## config.mk

```make
export PLATFORM = sky130hd
export DESIGN_NAME = xorexec_host_flat
export DESIGN_NICKNAME = d
export VERILOG_FILES = /design/src/rtl/xorexec_host_pkg.sv /design/src/rtl/xorexec_host_if.sv /design/src/rtl/xorexec_host_wdog.sv /design/src/rtl/xorexec_host.sv /design/src/flat_wrapper.sv
export SDC_FILE = /design/constraint.sdc
export NUM_CORES = 1
export LEC_CHECK = 0
export ABC_AREA = 1
export CORE_MARGIN = 8
export CORE_UTILIZATION = 55
export DETAILED_ROUTE_END_ITERATION = 10
export GPL_ROUTABILITY_DRIVEN = 0
export PLACE_DENSITY = 0.82
export SYNTH_ARGS = -nofsm -noshare
export SYNTH_HDL_FRONTEND = slang
export SYNTH_SLANG_ARGS = --single-unit
export TNS_END_PERCENT = 30
```

## constraint.sdc

```tcl
create_clock -name clk -period 3.6 [get_ports clk]
set_input_delay 0.72 -clock clk [delete_from_list [all_inputs] [get_ports clk]]
set_output_delay 0.72 -clock clk [all_outputs]
set_load 0.02 [all_outputs]
```

## src/rtl/xorexec_host_pkg.sv

```systemverilog
// Shared types and constants for the XOR execution host stream engine.
// Latency: n/a (declarations only).
// Backpressure: n/a.
package xorexec_host_pkg;

    // Transfer sequencer states.
    typedef enum logic [1:0] {
        IDLE = 2'd0,
        RUN  = 2'd1,
        DONE = 2'd2
    } host_state_e;

    // Default number of RUN cycles tolerated without a pop.
    localparam int TIMEOUT_DEFAULT = 1024;

    // Width of the transfer length and the tx/rx counters.
    localparam int LEN_W = 8;

endpackage

```

## src/rtl/xorexec_host_if.sv

```systemverilog
// Host-side bundle: command/status plus the push side of the input FIFO and
// the pop side of the output FIFO.
// Latency: n/a. Backpressure: ififo_not_full / ofifo_rdy gate the strobes.
// Ports: master = host engine (drives strobes, data, status),
//        slave  = environment (drives command, FIFO flags, result data).
interface xorexec_host_if #(
    parameter int dwidth = 8
);
    import xorexec_host_pkg::*;

    logic               start;
    logic [LEN_W-1:0]   len;
    logic [dwidth-1:0]  seed;
    logic               busy;
    logic               done;
    logic               error;
    logic               ififo_push;
    logic               ififo_not_full;
    logic [dwidth-1:0]  idata;
    logic               ofifo_pop;
    logic               ofifo_rdy;
    logic [dwidth-1:0]  odata;
    logic [LEN_W-1:0]   rx_count;
    logic [dwidth-1:0]  rx_checksum;

    modport master (
        input  start, len, seed, ififo_not_full, ofifo_rdy, odata,
        output busy, done, error, ififo_push, idata, ofifo_pop,
               rx_count, rx_checksum
    );

    modport slave (
        output start, len, seed, ififo_not_full, ofifo_rdy, odata,
        input  busy, done, error, ififo_push, idata, ofifo_pop,
               rx_count, rx_checksum
    );

endinterface

```

## src/rtl/xorexec_host_wdog.sv

```systemverilog
// Watchdog: counts enabled cycles, flags expiry on the TIMEOUT-th cycle.
// Latency: expire is combinational from the registered count (same cycle).
// Backpressure: none; clr has priority over counting.
// Ports: clk, rst (async high), clr (restart), en (count), expire (out).
module xorexec_host_wdog #(
    parameter int TIMEOUT = 1024
) (
    input  logic clk,
    input  logic rst,
    input  logic clr,
    input  logic en,
    output logic expire
);

    localparam int W = $clog2(TIMEOUT);

    logic [W-1:0] cnt;

    // Expiry is seen in the cycle the count sits at TIMEOUT-1, so the
    // caller aborts after exactly TIMEOUT enabled cycles.
    assign expire = en && (cnt == W'(TIMEOUT - 1));

    // Saturates at the terminal value so a caller that lingers cannot wrap.
    always_ff @(posedge clk or posedge rst) begin
        if (rst) begin
            cnt <= '0;
        end else if (clr) begin
            cnt <= '0;
        end else if (en && !expire) begin
            cnt <= cnt + 1'b1;
        end
    end

endmodule

```

## src/rtl/xorexec_host.sv

```systemverilog
// Host stream engine: pushes seed+i bytes into the input FIFO, drains and
// XOR-accumulates results, reports count/checksum and done/timeout status.
// Latency: first push the cycle after start is accepted; done one cycle after
// the last pop. Backpressure: push waits on ififo_not_full, pop on ofifo_rdy,
// one byte/cycle per direction otherwise; a stalled receive side aborts via
// the watchdog.
// Ports: clk, rst (async high), bus (xorexec_host_if.master).
module xorexec_host
    import xorexec_host_pkg::*;
#(
    parameter int dwidth  = 8,
    parameter int TIMEOUT = TIMEOUT_DEFAULT
) (
    input  logic           clk,
    input  logic           rst,
    xorexec_host_if.master bus
);

    host_state_e        state_q;
    host_state_e        state_d;
    logic [LEN_W-1:0]   len_q;
    logic [dwidth-1:0]  seed_q;
    logic [LEN_W-1:0]   tx_cnt;
    logic [LEN_W-1:0]   rx_count_q;
    logic [dwidth-1:0]  rx_csum_q;
    logic               error_q;
    logic               err_d;
    logic               accept;
    logic               push;
    logic               pop;
    logic               busy;
    logic               done;
    logic               expire;

    assign accept = (state_q == IDLE) && bus.start;

    xorexec_host_wdog #(
        .TIMEOUT (TIMEOUT)
    ) u_wdog (
        .clk    (clk),
        .rst    (rst),
        .clr    (accept || pop),
        .en     (state_q == RUN),
        .expire (expire)
    );

    always_comb begin
        state_d = state_q;
        err_d   = error_q;
        push    = 1'b0;
        pop     = 1'b0;
        busy    = 1'b0;
        done    = 1'b0;
        case (state_q)
            IDLE: begin
                if (bus.start) begin
                    err_d   = 1'b0;
                    state_d = (bus.len == '0) ? DONE : RUN;
                end
            end
            RUN: begin
                busy = 1'b1;
                push = (tx_cnt < len_q) && bus.ififo_not_full;
                pop  = (rx_count_q < len_q) && bus.ofifo_rdy;
                // A pop in the expiry cycle both completes progress and
                // restarts the watchdog, so it suppresses the abort.
                if (pop && (rx_count_q == len_q - 8'd1)) begin
                    state_d = DONE;
                end else if (expire && !pop) begin
                    state_d = DONE;
                    err_d   = 1'b1;
                end
            end
            DONE: begin
                done    = 1'b1;
                state_d = IDLE;
            end
            default: begin
                state_d = IDLE;
            end
        endcase
    end

    always_ff @(posedge clk or posedge rst) begin
        if (rst) begin
            state_q <= IDLE;
        end else begin
            state_q <= state_d;
        end
    end

    always_ff @(posedge clk or posedge rst) begin
        if (rst) begin
            len_q      <= '0;
            seed_q     <= '0;
            tx_cnt     <= '0;
            rx_count_q <= '0;
            rx_csum_q  <= '0;
            error_q    <= 1'b0;
        end else begin
            error_q <= err_d;
            if (accept) begin
                len_q      <= bus.len;
                seed_q     <= bus.seed;
                tx_cnt     <= '0;
                rx_count_q <= '0;
                rx_csum_q  <= '0;
            end else begin
                if (push) begin
                    tx_cnt <= tx_cnt + 1'b1;
                end
                if (pop) begin
                    rx_count_q <= rx_count_q + 1'b1;
                    rx_csum_q  <= rx_csum_q ^ bus.odata;
                end
            end
        end
    end

    // Byte stream wraps modulo 2^dwidth.
    assign bus.idata       = seed_q + dwidth'(tx_cnt);
    assign bus.ififo_push  = push;
    assign bus.ofifo_pop   = pop;
    assign bus.busy        = busy;
    assign bus.done        = done;
    assign bus.error       = error_q;
    assign bus.rx_count    = rx_count_q;
    assign bus.rx_checksum = rx_csum_q;

endmodule
```

## src/flat_wrapper.sv

```systemverilog
// flat-port wrapper written by rule: the top's interface ports become plain ports
module xorexec_host_flat import xorexec_host_pkg::*;
#(
    parameter int dwidth  = 8,
    parameter int TIMEOUT = TIMEOUT_DEFAULT
)
  (clk, rst, bus_start, bus_len, bus_seed, bus_ififo_not_full, bus_ofifo_rdy, bus_odata, bus_busy, bus_done, bus_error, bus_ififo_push, bus_idata, bus_ofifo_pop, bus_rx_count, bus_rx_checksum);
  xorexec_host_if #(.dwidth(dwidth)) bus_i ();
  input  logic clk;
  input  logic rst;
  input wire logic [$bits(bus_i.start)-1:0] bus_start;
  input wire logic [$bits(bus_i.len)-1:0] bus_len;
  input wire logic [$bits(bus_i.seed)-1:0] bus_seed;
  input wire logic [$bits(bus_i.ififo_not_full)-1:0] bus_ififo_not_full;
  input wire logic [$bits(bus_i.ofifo_rdy)-1:0] bus_ofifo_rdy;
  input wire logic [$bits(bus_i.odata)-1:0] bus_odata;
  output wire logic [$bits(bus_i.busy)-1:0] bus_busy;
  output wire logic [$bits(bus_i.done)-1:0] bus_done;
  output wire logic [$bits(bus_i.error)-1:0] bus_error;
  output wire logic [$bits(bus_i.ififo_push)-1:0] bus_ififo_push;
  output wire logic [$bits(bus_i.idata)-1:0] bus_idata;
  output wire logic [$bits(bus_i.ofifo_pop)-1:0] bus_ofifo_pop;
  output wire logic [$bits(bus_i.rx_count)-1:0] bus_rx_count;
  output wire logic [$bits(bus_i.rx_checksum)-1:0] bus_rx_checksum;
  assign bus_i.start = bus_start;
  assign bus_i.len = bus_len;
  assign bus_i.seed = bus_seed;
  assign bus_i.ififo_not_full = bus_ififo_not_full;
  assign bus_i.ofifo_rdy = bus_ofifo_rdy;
  assign bus_i.odata = bus_odata;
  assign bus_busy = bus_i.busy;
  assign bus_done = bus_i.done;
  assign bus_error = bus_i.error;
  assign bus_ififo_push = bus_i.ififo_push;
  assign bus_idata = bus_i.idata;
  assign bus_ofifo_pop = bus_i.ofifo_pop;
  assign bus_rx_count = bus_i.rx_count;
  assign bus_rx_checksum = bus_i.rx_checksum;
  xorexec_host #(.dwidth(dwidth), .TIMEOUT(TIMEOUT)) u_core (.clk(clk), .rst(rst), .bus(bus_i));
endmodule
```

After elaboration in Yosys (flattened, before gate mapping)

Cells that the tools add are included.

Bits in registers: 53
Bits in latches: 0
Memory bits (writable): 0
Memory bits (read-only): 0
Input port bits: 29
Output and inout port bits: 29
Word-level logic and storage cells: 63
Memories kept: 0

Add/subtract/negate cells: 5
Multipliers: 0
Divide/modulo/power cells: 0
Order comparisons: 2
Eq/ne operators: 8
Shift-type cells: 0
Mux-type cells: 21
Bitwise logic cells: 1
Reductions and logical operators: 18

Operators by type and width:

| kind                                                                  | count |
|---|---|
| 8-bit 2-to-1 mux                                                      | 6 |
| 10-bit 2-to-1 mux                                                     | 2 |
| 8-bit by 1-bit adder with 8-bit output, second input constant         | 2 |
| 8-bit < comparator                                                    | 2 |
| 10-bit by 1-bit adder with 10-bit output, second input constant       | 1 |
| 10-bit equality test, second input constant                           | 1 |
| 8-bit adder                                                           | 1 |
| 8-bit equality test                                                   | 1 |
| 8-bit logical NOT                                                     | 1 |
| 2-bit 2-to-1 mux                                                      | 4 |
| 2-bit nonzero test                                                    | 4 |
| 8-bit by 1-bit subtractor with 8-bit output, second input constant    | 1 |
| 8-bit XOR                                                             | 1 |
| 1-bit logical AND                                                     | 7 |
| 1-bit 2-to-1 mux                                                      | 7 |
| 2-bit != test, second input constant                                  | 2 |
| 2-bit case mux with 2 select lines                                    | 1 |
| 4-bit AND reduction                                                   | 1 |
| 3-bit by 1-bit != test with 1-bit output, second input constant       | 1 |
| 2-bit by 1-bit equality test with 1-bit output, second input constant | 1 |
| 2-bit equality test, second input constant                            | 1 |
| 1-bit logical NOT                                                     | 2 |
| 2-bit logical NOT                                                     | 1 |
| 2-bit by 1-bit != test with 1-bit output, second input constant       | 1 |
| 3 further kinds                                                       | 3 |

Longest topological paths before layout

Depth in word-level cells: 7
Depth in mapped cells: 14
Gate-level depth less buffers: 14

By module

A second synthesis with hierarchy kept.

Cells, all modules: 475
Area total of the unflattened synthesis: 3653.5 sq um

Modules (own cells, without submodules):

| module            | times used | cells an instance | area an instance (sq um) | seq. area each (sq um) |
|---|---|---|---|---|
| xorexec_host      | 1          | 371               | 2982.9                   | 1076.0 |
| xorexec_host_wdog | 1          | 104               | 670.6                    | 250.2 |

Least setup slack after synthesis

Ideal clock, no wire load.

Kind: register to output
Start: register u_core.tx_cnt[0]
End: output port bus_idata[6]
Arrival: 1.836 ns
Required time: 2.880 ns
Setup slack: 1.044 ns
Stages on the path, launching flop included: 9
Buffers on the path: 0
Cell sequence: dfrtp_1 ha_1 inv_1 fa_1 o21ai_0 a21oi_1 nor2_1 nor2_1 xnor2_1

Word-level cells in the longest chain between the ends: 1

RTL lines:

| item                   | RTL line            | source |
|---|---|---|
| from (decl)            | xorexec_host.sv:23  | `logic [LEN_W-1:0] tx_cnt;` |
| from (signal assigned) | xorexec_host.sv:110 | `tx_cnt <= tx_cnt + 1'b1;` |
| 8-bit adder            | xorexec_host.sv:121 | `assign bus.idata = seed_q + dwidth'(tx_cnt);` |
| to (decl)              | flat_wrapper.sv:21  | `output wire logic [$bits(bus_i.idata)-1:0] bus_idata;` |

Every way passes these cells.

Final worst setup path

Ends and elaborated chain as after synthesis.

==> results.toml <==
[cts]
clk_pin_slew_ns = 0.10
cts_tree = "done"
cts_buffer_depth = 2
post_cts_buffers = 0
hold_buffers = 0
cts_root_buf = "clkbuf_8"
htree_levels = 2
clock-sinks = 53
clock_latency_ns = 0.31
cts_buffers = 5

[sta]
period_share = 0.940
hold_violations = 0
grt_setup_unrepaired = "no"
fin_skew_ns = 0.00809
tns_ns = 0
maxSlewViolCount = 0
setup_viol = 0
worst_pin_slew_ns = 0.540
fmax_ghz = 0.296
max-slew-margin-rel = 0.637
setup_ws_ns = 0.218
post-route-min-period_ns = 3.38

[route]
first_pass_iters = 4
dr_total_vias = 3109
wl_mm = 8.25
ant_nets = 0
viasPerCell = 5.35
drt_iter0_drc = 156
drc = 0
wl_per_cell_um = 14.2

[grt]
grt_antenna_before_repair = 0
grt_start_max_net_pins = 35
grt-ovfl-total = 0
grtUsageTotal = 0.190
grt_pass1_vias = 2991
grt_first_pass_wirelength_mm = 13.9

[synth]
synthCells = 445
yosys.area.top_type_share = 0.385
netlist_area_um2 = 3440
synthTopCellsByArea = "dfrtp_1 (39%), nand2_1 (12%), ha_1 (9.4%), nor2_1 (5.6%), xor2_1 (5.3%)"
yosysUniqueCellTypes = 31
synth-seq-cells = 53
yosysSeqAreaShare = 0.385
synth_area_per_cell_um2 = 7.74
ys_warn_count = 0
synth_nets = 501
yosysTopAreaCell = "dfrtp_1"

[place]
hpwl_mm = 6.31
pre_cts_slack_ns = 0.483
io_buffers = 57

[final_layout]
area_growth_syn_to_layout_pct = 21.6
num-nets-final = 560
layout_common_cells = "nand2_1 (114), clkdlybuf4s50_1 (57), dfrtp_1 (53), nor2_1 (51), inv_1 (41)"
antennaDiodeCount = 0
mostFrequentLayoutCell = "nand2_1"
drive_gt1_frac = 0.0595

[die]
die_height_um = 95.1
die_w_um = 95.1
die_area_um2 = 9050
core_region_area_um2 = 6200
row_count = 29
initial_core_util = 0.555
ios = 58

[power_and_ir_drop]
vdd_drop_max_mv = 0.716
power_density_nw_per_um2 = 911
power_leakage_nw = 2.09

[setup_path]
arrival_ns = 2.66
r2r_start = "u_core.bus.rx_count[3]$_DFFE_PP0N_"
cp_max_fo = 5
crit_chain = "ha_1 -> inv_1 -> fa_1 -> o21ai_1 -> a21oi_1 -> nor2_1 -> nor2_1 -> xnor2_1 -> clkdlybuf4s50_1"
crit_end = "bus_idata[6]"
cpLargestDelayFamily = "buffers and inverters"
critPathKind = "flip-flop to output pin"
crit_path_start = "u_core.tx_cnt[0]$_DFFE_PP0P_"
start_kind = "flip-flop"
critical_path_buf_inv_count = 2
end_kind = "output pin"
rr_worst_depth = 10
crit_cells = 9
slowest_stage = "clkdlybuf4s50_1"
cp.required_ns = 2.88
cp_common_cell = "nor2_1"
r2r_end = "u_core.u_wdog.cnt[7]$_DFFE_PP0P_"
max_stage_delay_ns = 0.63
r2r_setup_slack_ns = 1.60

[job]
max_cap_violations = 0

[hold_path]
hold_path.startpoint = "u_core.seed_q[4]$_DFFE_PP0P_"
hp-class = "flip-flop to flip-flop"

[outcome]
status = "finished clean"
[metal layers]
layer / share of wire / global-route usage / up-vias
li1: - / - / 1570
met1: 0.45 / 0.236 / 1456
met2: 0.48 / 0.325 / 76
met3: 0.059 / 0.0425 / 7
met4: 0.010 / 0.0507 / 0
met5: 0 / 0 / -
[flip-flops by register name (all words and copies together) (netlist names)]
register                flops
u_core.bus.rx_checksum      8
u_core.seed_q               8
u_core.state_q              2
u_core.bus.error            1
u_core.len_q                8
u_core.tx_cnt               8
u_core.u_wdog.cnt          10
u_core.bus.rx_count         8
[how the worst min path moves through the flow]
stage	to	slack (ns)	cells past startpoint
after global placement	u_core.seed_q[4]$_DFFE_PP0P_	0.46	2
after CTS	u_core.seed_q[0]$_DFFE_PP0P_	0.49	2
after global routing	u_core.seed_q[5]$_DFFE_PP0P_	0.53	2
after floorplan	u_core.seed_q[0]$_DFFE_PP0P_	0.45	2
final	u_core.seed_q[4]$_DFFE_PP0P_	0.49	2
after detailed placement	u_core.seed_q[0]$_DFFE_PP0P_	0.47	2
[power breakdown]
group	switching [mW]	total, mW	internal [mW]
clock network	0.194	0.397	0.203
logic	1.41	2.34	0.936
registers	0.244	1.07	0.828
total	1.85	3.81	1.97
[stage by stage]
step           std cells  total power [mW]  cell area, µm²  hold slack, ns  utilization
2_1_floorplan        445              2.60            3440           0.446            -
3_3_place_gp         574              3.33            4080           0.464        0.658
3_5_place_dp         574              3.42            4080           0.469        0.658
6_report             581              3.81            4190           0.492        0.675
5_1_grt              581              4.14            4190           0.526        0.675
4_1_cts              581              3.83            4190           0.493        0.675
[tightest hold or removal path, cell delays in order (launching register included)]
cell and delay, ns:
dfrtp_1 0.36, nand2_1 0.06, nand2_1 0.05
[cells by family (layout without fill, tap and decap cells)]
family          Yosys count  count (layout)  share of synthesized area
simple gates            222             222                      0.287
compound gates           60              60                     0.0937
buf+inv                  57             116                     0.0683
flops                    53              53                      0.385
fa+ha+maj                27              27                      0.100
xor+xnor                 26              26                     0.0661
[synthesized netlist by cell type (all sizes together)]
cell type / n
a21oi: 23
a31o: 1
buf: 4
clkbuf: 3
dfrtp: 53
fa: 1
ha: 26
inv: 50
nand2: 118
nand3: 35
nand4: 12
nor2: 52
nor3: 4
nor4: 1
o211ai: 1
o21a: 2
o21ai: 29
o31ai: 4
xnor2: 5
xor2: 21
[area by class of cell]
type / count / area (µm²)
sequential: 53 / 1330
inverter: 50 / 193
fill: 516 / 2020
clock buffer: 5 / 68.8
timing repair buffer: 59 / 586
clock inverter: 2 / 35.0
tap: 77 / 96.3
multi-input combinational: 335 / 1880
[what timing repair did]
| item | 4_1_cts | 5_1_grt |
|---|---|---|
| endpoints found under the hold margin | 0 | 0 |
| gates resized for setup | 0 | 1 |
| setup endpoints to repair | 0 | 1 |
Note: power is estimated with default switching activity, not from simulation.
==> edit: new RTL, same settings <==
The package constant `TIMEOUT_DEFAULT` goes from 1024 to 2048.
--- a/src/rtl/xorexec_host_pkg.sv
+++ b/src/rtl/xorexec_host_pkg.sv
@@ -11,7 +11,7 @@
     } host_state_e;
 
     // Default number of RUN cycles tolerated without a pop.
-    localparam int TIMEOUT_DEFAULT = 1024;
+    localparam int TIMEOUT_DEFAULT = 2048;
 
     // Width of the transfer length and the tx/rx counters.
     localparam int LEN_W = 8;
Behaviour: same outputs for any inputs over 4 cycles, from zero or initial values and one cycle with rst high; that may be too few to reach the edited logic, so the function may still have changed.
==> edit against the original RTL <==
  * Fmax up 2.5%
  * Sequential cell count grew 1
  * Clock skew shrank 0.0044 ns
  * Routed wire length grew 3.7%
  * Area after synthesis rose by 5.3%
  * Design area is 3.7% higher
  * Setup slack improved by 0.082 ns
  * Largest cell class unchanged
  * Highest routed layer unchanged
Power is not compared: it rests on default switching activity, and its combinational part moved more than twofold at a synthesized area within 25%.
==> edit: results <==
[layout]
instances_no_fill = 616
nNetsFinal = 594
largest_reg_flops = 11
drive_above_1_share_pct = 4.82
num-fill-cells = 510

[global_route]
grt_max_degree = 40
grt_pass1_vias = 3396
grt_pass1_wl_um = 15300

[worst_setup_path]
crit_fanout = 6
cp-startpoint = u_core.tx_cnt[2]$_DFFE_PP0P_
endpoint = bus_idata[5]
reg2reg_from = u_core.bus.rx_count[7]$_DFFE_PP0N_
reg2reg_to = u_core.bus.rx_count[7]$_DFFE_PP0N_
r2r_cells = 11

[logic_synthesis]
yosysUniqueCellTypes = 36
ys_top_cells_by_count = nand2_1, dfrtp_1, nor2_1
synthXorXnorAreaFrac_pct = 8.45
syn_inst = 481
synth_compound_area_share_pct = 5.79
synth_area_leaders = dfrtp_1, nand2_1, ha_1

[sta]
tightestPinTransition_ns = 0.511
hold_ws_ns = 0.493
finClkSkew_ns = 0.00372
setup_slack_ns = 0.300

[placement]
placedCellCount = 608

[drt]
vias_per_cell = 5.39
drt-wirelength-per-cell_um = 13.9
drt_iter0_drc = 143

[outcome]
status = complete, no violations

[hold_path]
hp-start = u_core.seed_q[5]$_DFFE_PP0P_
==> edit: report_power, final <==
part / leakage (nW) / switching (mW) / internal, mW
clock network: 0.0447 / 0.222 / 0.141
registers: 0.671 / 0.136 / 0.679
logic: 1.55 / 0.372 / 0.331
==> edit: routing by layer <==
metal / GRT usage [%] / share of wire, % / wire (µm) / up-vias
met5: 0 / 0 / 0 / -
met4: 6.76 / 2.0 / 169 / 0
met3: 4.55 / 6.3 / 540 / 14
met2: 31.2 / 47 / 4000 / 97
met1: 22.8 / 45 / 3840 / 1572
li1: - / - / - / 1638
==> edit: per-stage QoR <==
step | power, mW | area (µm²)
CTS | 1.89 | 4340
detailed placement | 1.53 | 4250
finish | 1.88 | 4340
floorplan | 1.22 | 3630
global placement | 1.50 | 4250
global route | 2.01 | 4340
==> edit: kinds of logic after synthesis <==
kind of cell    count (synthesis)
buf+inv                        61
fa+ha+maj                      27
compound gates                 39
xor+xnor                       35
simple gates                  265
flops                          54
==> edit: final cells by class <==
| cell class | count | area [µm²] | area share, % |
|---|---|---|---|
| clock buffer | 5 | 68.8 | 1.58 |
| clock inverter | 3 | 25.0 | 0.576 |
| inverter | 51 | 199 | 4.58 |
| multi-input combinational | 366 | 2010 | 46.2 |
| sequential | 54 | 1350 | 31.1 |
| tap | 77 | 96.3 | 2.22 |
| timing repair buffer | 60 | 596 | 13.7 |
==> edit: worst max-delay path: stages, from the launching register on <==
cell,delay (ns)
dfrtp_1,0.49
ha_1,0.39
a21oi_1,0.16
nand2_1,0.13
a21oi_1,0.19
o21ai_0,0.12
xor2_1,0.16
clkdlybuf4s50_1,0.63
